**src/rtl/axis_pkg.sv**
```systemverilog
// Shared AXI-Stream definitions: default data width, pointer-width helper, beat payload.
package axis_pkg;

    localparam int unsigned AXIS_DATA_WIDTH = 32;

    // Pointer width for a power-of-2 buffer depth; never narrower than one bit.
    function automatic int unsigned ptr_width(input int unsigned depth);
        return (depth > 1) ? $clog2(depth) : 1;
    endfunction

    // One stream beat as stored in a buffer: end-of-packet flag above the data.
    typedef struct packed {
        logic                       last;
        logic [AXIS_DATA_WIDTH-1:0] data;
    } axis_beat_t;

endpackage

```
**src/rtl/sync_fifo_fwft.sv**
```systemverilog
// Single-clock first-word-fall-through FIFO: storage, pointers, occupancy, full/empty.
module sync_fifo_fwft
    import axis_pkg::*;
#(
    parameter int unsigned WIDTH = AXIS_DATA_WIDTH + 1,
    parameter int unsigned DEPTH = 4,
    localparam int unsigned PTR_W = ptr_width(DEPTH),
    localparam int unsigned LVL_W = PTR_W + 1
) (
    input  logic             aclk,
    input  logic             areset,
    input  logic             wr_en,
    input  logic [WIDTH-1:0] wr_data,
    input  logic             rd_en,
    output logic [WIDTH-1:0] rd_data_c,
    output logic [LVL_W-1:0] level,
    output logic             full_c,
    output logic             empty_c
);

    logic [WIDTH-1:0] mem [DEPTH];
    logic [PTR_W-1:0] wr_ptr;
    logic [PTR_W-1:0] rd_ptr;
    logic             push;
    logic             pop;

    // Flags and head word come straight from registered state.
    assign full_c    = (level == LVL_W'(DEPTH));
    assign empty_c   = (level == LVL_W'(0));
    assign push      = wr_en & ~full_c;
    assign pop       = rd_en & ~empty_c;
    assign rd_data_c = mem[rd_ptr];

    // Storage is intentionally left out of reset.
    always_ff @(posedge aclk) begin
        if (push) begin
            mem[wr_ptr] <= wr_data;
        end
    end

    // Pointers wrap naturally; level tracks push/pop balance.
    always_ff @(posedge aclk) begin
        if (areset) begin
            wr_ptr <= '0;
            rd_ptr <= '0;
            level  <= '0;
        end else begin
            if (push) begin
                wr_ptr <= wr_ptr + PTR_W'(1);
            end
            if (pop) begin
                rd_ptr <= rd_ptr + PTR_W'(1);
            end
            if (push && !pop) begin
                level <= level + LVL_W'(1);
            end else if (pop && !push) begin
                level <= level - LVL_W'(1);
            end
        end
    end

endmodule

```
**src/rtl/axis_s_fifo.sv**
```systemverilog
// AXI-Stream slave buffer with FWFT read port and per-packet received pulse.
// Optional completed-packet counter enabled by defining AXIS_S_FIFO_PKT_CNT_EN.
module axis_s_fifo
    import axis_pkg::*;
#(
    parameter int unsigned DATA_WIDTH = AXIS_DATA_WIDTH,
    parameter int unsigned DEPTH      = 4
`ifdef AXIS_S_FIFO_PKT_CNT_EN
    ,
    parameter int unsigned CNT_WIDTH  = 16
`endif
) (
    input  logic                    aclk,
    input  logic                    areset,
    input  logic                    tvalid,
    output logic                    tready,
    input  logic [DATA_WIDTH-1:0]   tdata,
    input  logic                    tlast,
    input  logic                    rd_en,
    output logic [DATA_WIDTH-1:0]   rd_data,
    output logic                    rd_last,
    output logic                    data_valid,
    output logic [$clog2(DEPTH):0]  level,
    output logic                    received
`ifdef AXIS_S_FIFO_PKT_CNT_EN
    ,
    output logic [CNT_WIDTH-1:0]    pkt_count
`endif
);

    localparam int unsigned WORD_W = DATA_WIDTH + 1;

    logic [WORD_W-1:0] wr_word;
    logic [WORD_W-1:0] rd_word;
    logic              full_c;
    logic              empty_c;
    logic              accept;

    // Ready depends only on occupancy and reset, never on tvalid.
    assign tready     = ~full_c & ~areset;
    assign accept     = tvalid & tready;
    assign wr_word    = {tlast, tdata};
    assign rd_data    = rd_word[DATA_WIDTH-1:0];
    assign rd_last    = rd_word[DATA_WIDTH];
    assign data_valid = ~empty_c;

    sync_fifo_fwft #(
        .WIDTH (WORD_W),
        .DEPTH (DEPTH)
    ) u_fifo (
        .aclk      (aclk),
        .areset    (areset),
        .wr_en     (accept),
        .wr_data   (wr_word),
        .rd_en     (rd_en),
        .rd_data_c (rd_word),
        .level     (level),
        .full_c    (full_c),
        .empty_c   (empty_c)
    );

    // One-cycle pulse after each accepted end-of-packet beat.
    always_ff @(posedge aclk) begin
        if (areset) begin
            received <= 1'b0;
        end else begin
            received <= accept & tlast;
        end
    end

`ifdef AXIS_S_FIFO_PKT_CNT_EN
    // Completed-packet counter, wraps without saturation.
    always_ff @(posedge aclk) begin
        if (areset) begin
            pkt_count <= '0;
        end else if (accept && tlast) begin
            pkt_count <= pkt_count + CNT_WIDTH'(1);
        end
    end
`endif

endmodule
```
**config.mk**
```make
export PLATFORM = sky130hd
export DESIGN_NAME = axis_s_fifo
export DESIGN_NICKNAME = d
export VERILOG_FILES = /design/src/rtl/axis_pkg.sv /design/src/rtl/sync_fifo_fwft.sv /design/src/rtl/axis_s_fifo.sv
export SDC_FILE = /design/constraint.sdc
export NUM_CORES = 1
export LEC_CHECK = 0
export ABC_AREA = 1
export BUFFER_PORTS_ARGS = -buffer_cell sky130_fd_sc_hd__buf_2
export CAP_MARGIN = 20
export CORE_AREA = 10 10 112 114
export CTS_CLUSTER_DIAMETER = 200
export DETAILED_ROUTE_END_ITERATION = 6
export DIE_AREA = 0 0 122 124
export PLACE_DENSITY_LB_ADDON = 0.12
export SLEW_MARGIN = 40
export SYNTH_ARGS = -nofsm -noshare
export SYNTH_HDL_FRONTEND = slang
export SYNTH_SLANG_ARGS = --single-unit
export TNS_END_PERCENT = 10
```
**constraint.sdc**
```tcl
create_clock -name aclk -period 7.9 [get_ports aclk]
set_input_delay 0.395 -clock aclk [delete_from_list [all_inputs] [get_ports aclk]]
set_output_delay 0.395 -clock aclk [all_outputs]
set_load 0.03 [all_outputs]
```
==> flow_metrics.env <==
export IMPL_hold_viol=0
export IMPL_drive_above_1_share_pct=25.8
export IMPL_clockBufferDepth=2
export IMPL_dpl_cell_area_um2=5990
export IMPL_floorplan_initialDensity_pct=53.2
export IMPL_grt_use_met1_pct=17.8
export IMPL_holdCritPathClass="input pin to flip-flop"
export IMPL_overflow=0
export IMPL_syn_inst=391
export IMPL_cts_root_buffer="clkbuf_8"
export IMPL_synth_simple_area_share_pct=7.28
export IMPL_avgRoutedWirePerCell_um=17.6
export IMPL_fmax_mhz=357
export IMPL_critPathMaxFanout=33
export IMPL_cts_inserted_buffers=17
export IMPL_die_h_um=124
export IMPL_setup_slack_ns=5.10
export IMPL_path_cells="buf_4 -> inv_2 -> o21ai_0 -> o22ai_1 -> buf_2"
export IMPL_fin_setup_tns_ns=0
export IMPL_vdd_drop_max_v=0.000223
export IMPL_port_buffers=75
export IMPL_grt_max_degree=68
export IMPL_synth_top_cells_by_area="edfxtp_1 (73%), nor2_1 (5.3%), o21ai_0 (4.5%), o22ai_1 (3.8%), dfxtp_1 (3.7%)"
export IMPL_cellLeakagePower_nw=2.37
export IMPL_hold_buffers=0
export IMPL_area_growth_pct=20.4
export IMPL_grt_setup_unrepaired="false"
export IMPL_firstDrtPassIters=4
export IMPL_via_count=3323
export IMPL_fillers=758
export IMPL_track_usage_pct=15.1
export IMPL_setup_viol=0
export IMPL_synth_compound_area_share_pct=10.3
export IMPL_worstPathRequired_ns=7.51
export IMPL_cts_repair_resized=0
export IMPL_cp_end_kind="output pin"
export IMPL_place_ws_ns=5.61
export IMPL_htree_levels=4
export IMPL_fin_crit_sh_pct=35.5
export IMPL_final_cell_area_um2=6560
export IMPL_crit_slowest_cell="inv_2"
export IMPL_yosys_warnings=0
export IMPL_worst_slew_pin_transition_ns=0.678
export IMPL_criticalPathCategory="flip-flop to output pin"
export IMPL_ys_seq_elements=142
export IMPL_finalWeightedCongestion=0.747
export IMPL_dieArea_um2=15100
export IMPL_clock_skew_ns=0.00617
export IMPL_tritoncts="yes"
export IMPL_max_slew_margin_pct=54.8
export IMPL_post_cts_buffers=0
export IMPL_clock_sinks=142
export IMPL_use_met3_pct=5.52
export IMPL_grt_pass1_wl_mm=17.6
export IMPL_grt_pass1_vias=3478
export IMPL_critPathLaunchType="flip-flop"
export IMPL_ant_nets=0
export IMPL_met2_usage_pct=24.9
export IMPL_seq_area_frac_synth_pct=76.5
export IMPL_drcViolationCount=0
export IMPL_core_area_um2=10200
export IMPL_antenna_found_initial=1
export IMPL_grt_busiest_layer="met2"
export IMPL_finalMaxSlewViolations=0
export IMPL_viasPerCell=5.34
export IMPL_clk_latency_ns=0.50
export IMPL_path_clk_slew_ns=0.07
export IMPL_synth_adder_area_share_pct=1.52
export IMPL_final_nets=515
export IMPL_drtIter0Drc=313
export IMPL_max_cap_violations=0
export IMPL_cp_slowest_stage_delay_ns=0.48
export IMPL_rows=37
export IMPL_io_pins=76
export IMPL_routed_wl_mm=11.0
export IMPL_synth_area_um2=5450
export IMPL_synth_top_family_by_area="compound AO/OA/AOI/OAI gates"
export IMPL_syn_nets=434
export IMPL_synth_xor_area_share_pct=0.161
export IMPL_place_hpwl_mm=6.76
export IMPL_syn_area_per_cell_um2=13.9
export IMPL_synth_top_area_share_pct=72.8
export IMPL_crit_arrival_ns=2.41
export IMPL_yosys_area_top_type="edfxtp_1"
export IMPL_synth_mux_area_share_pct=0
export IMPL_status="complete, no violations"
export IMPL_powerDensity_nw_per_um2=345
export IMPL_finalCriticalPeriod_ns=2.80
export IMPL_die_w_um=122
export IMPL_synth_distinct_cells=23
==> cell families after synthesis <==
group / Yosys count
AO/OA/AOI/OAI: 104
XOR/XNOR: 1
adder cells (fa/ha/maj): 6
buffers and inverters: 38
flip-flops: 142
AND/OR/NAND/NOR: 100
==> metrics by stage <==
| step | power (W) | instances | utilization (%) | hold slack [ns] |
|---|---|---|---|---|
| floorplan | 0.00138 | 391 | - | 0.459 |
| global placement | 0.00152 | 584 | 57.4 | 0.482 |
| detailed placement | 0.00154 | 589 | 58.6 | 0.502 |
| CTS | 0.00229 | 621 | 64.1 | 0.0763 |
| global route | 0.00238 | 621 | 64.1 | 0.0817 |
| finish | 0.00226 | 622 | 64.1 | 0.0994 |
==> per-layer routing <==
metal,share of wire (%),wire length [um]
met3,7.3,804
met5,0,0
met4,0.79,87
met1,41,4530
met2,51,5540
==> final timing paths <==
kind | slack [ns] | endpoint | depth (start not counted) | from
max reg2reg | 5.81 | u_fifo.level[2] | 13 | u_fifo.level[0]
min reg2reg | 0.51 | u_fifo.rd_ptr[1] | 2 | u_fifo.rd_ptr[1]
max | 5.10 | rd_data[23] | 5 | flip-flop
min | 0.1 | u_fifo.mem[0][26] | 1 | tdata[26]
==> cells in the final DEF, fill, tap and decap left out, types with 3 or more instances in the layout <==
cell type,n
a21oi_1,4
buf_16,3
buf_2,75
clkbuf_16,16
dfxtp_1,9
edfxtp_1,132
ha_1,5
inv_1,16
inv_6,7
nand2_1,14
nand3_1,4
nor2_1,73
nor2_4,4
o21ai_0,49
o21ai_1,18
o22ai_1,33
==> power by group <==
part / leakage [nW] / switching (W) / internal [W]
Combinational: 0.816 / 0.000419 / 0.000166
Clock: 0.275 / 0.000318 / 0.000429
Sequential: 1.28 / 0.0000567 / 0.000875
Total: 2.37 / 0.000794 / 0.00147
==> cell usage after synthesis, drive strengths merged <==
| library cell | n |
|---|---|
| dfxtp | 10 |
| nand4 | 1 |
| buf | 17 |
| a21oi | 4 |
| edfxtp | 132 |
| nor2 | 78 |
| clkbuf | 3 |
| nand3 | 5 |
| fa | 1 |
| o22ai | 33 |
| ha | 5 |
| o21ai | 67 |
| xor2 | 1 |
| inv | 18 |
| nand2 | 16 |
==> registers in the layout, summed over array words and instances (netlist names), named ones only <==
| name | flops |
|---|---|
| u_fifo.level | 3 |
| u_fifo.wr_ptr | 2 |
| received | 1 |
| u_fifo.mem | 132 |
| u_fifo.rd_ptr | 2 |
==> worst max-delay path, delay by kind of cell, from the launching register on <==
kind	cells	cell delay, ns
DFF	1	0.43
AOI/OAI and AO/OA	2	0.45
buffers and inverters	3	1.02
==> final cells by class <==
type	instances	area (um2)	area share [%]
Sequential cell	142	4170	63.5
Multi-Input combinational cell	211	1080	16.5
Timing Repair Buffer	82	503	7.67
Clock buffer	17	414	6.31
Tap cell	136	170	2.59
Clock inverter	15	151	2.31
Inverter	18	70.1	1.07
Antenna cell	1	2.50	0.0382
Power figures use the tool's default switching activity.
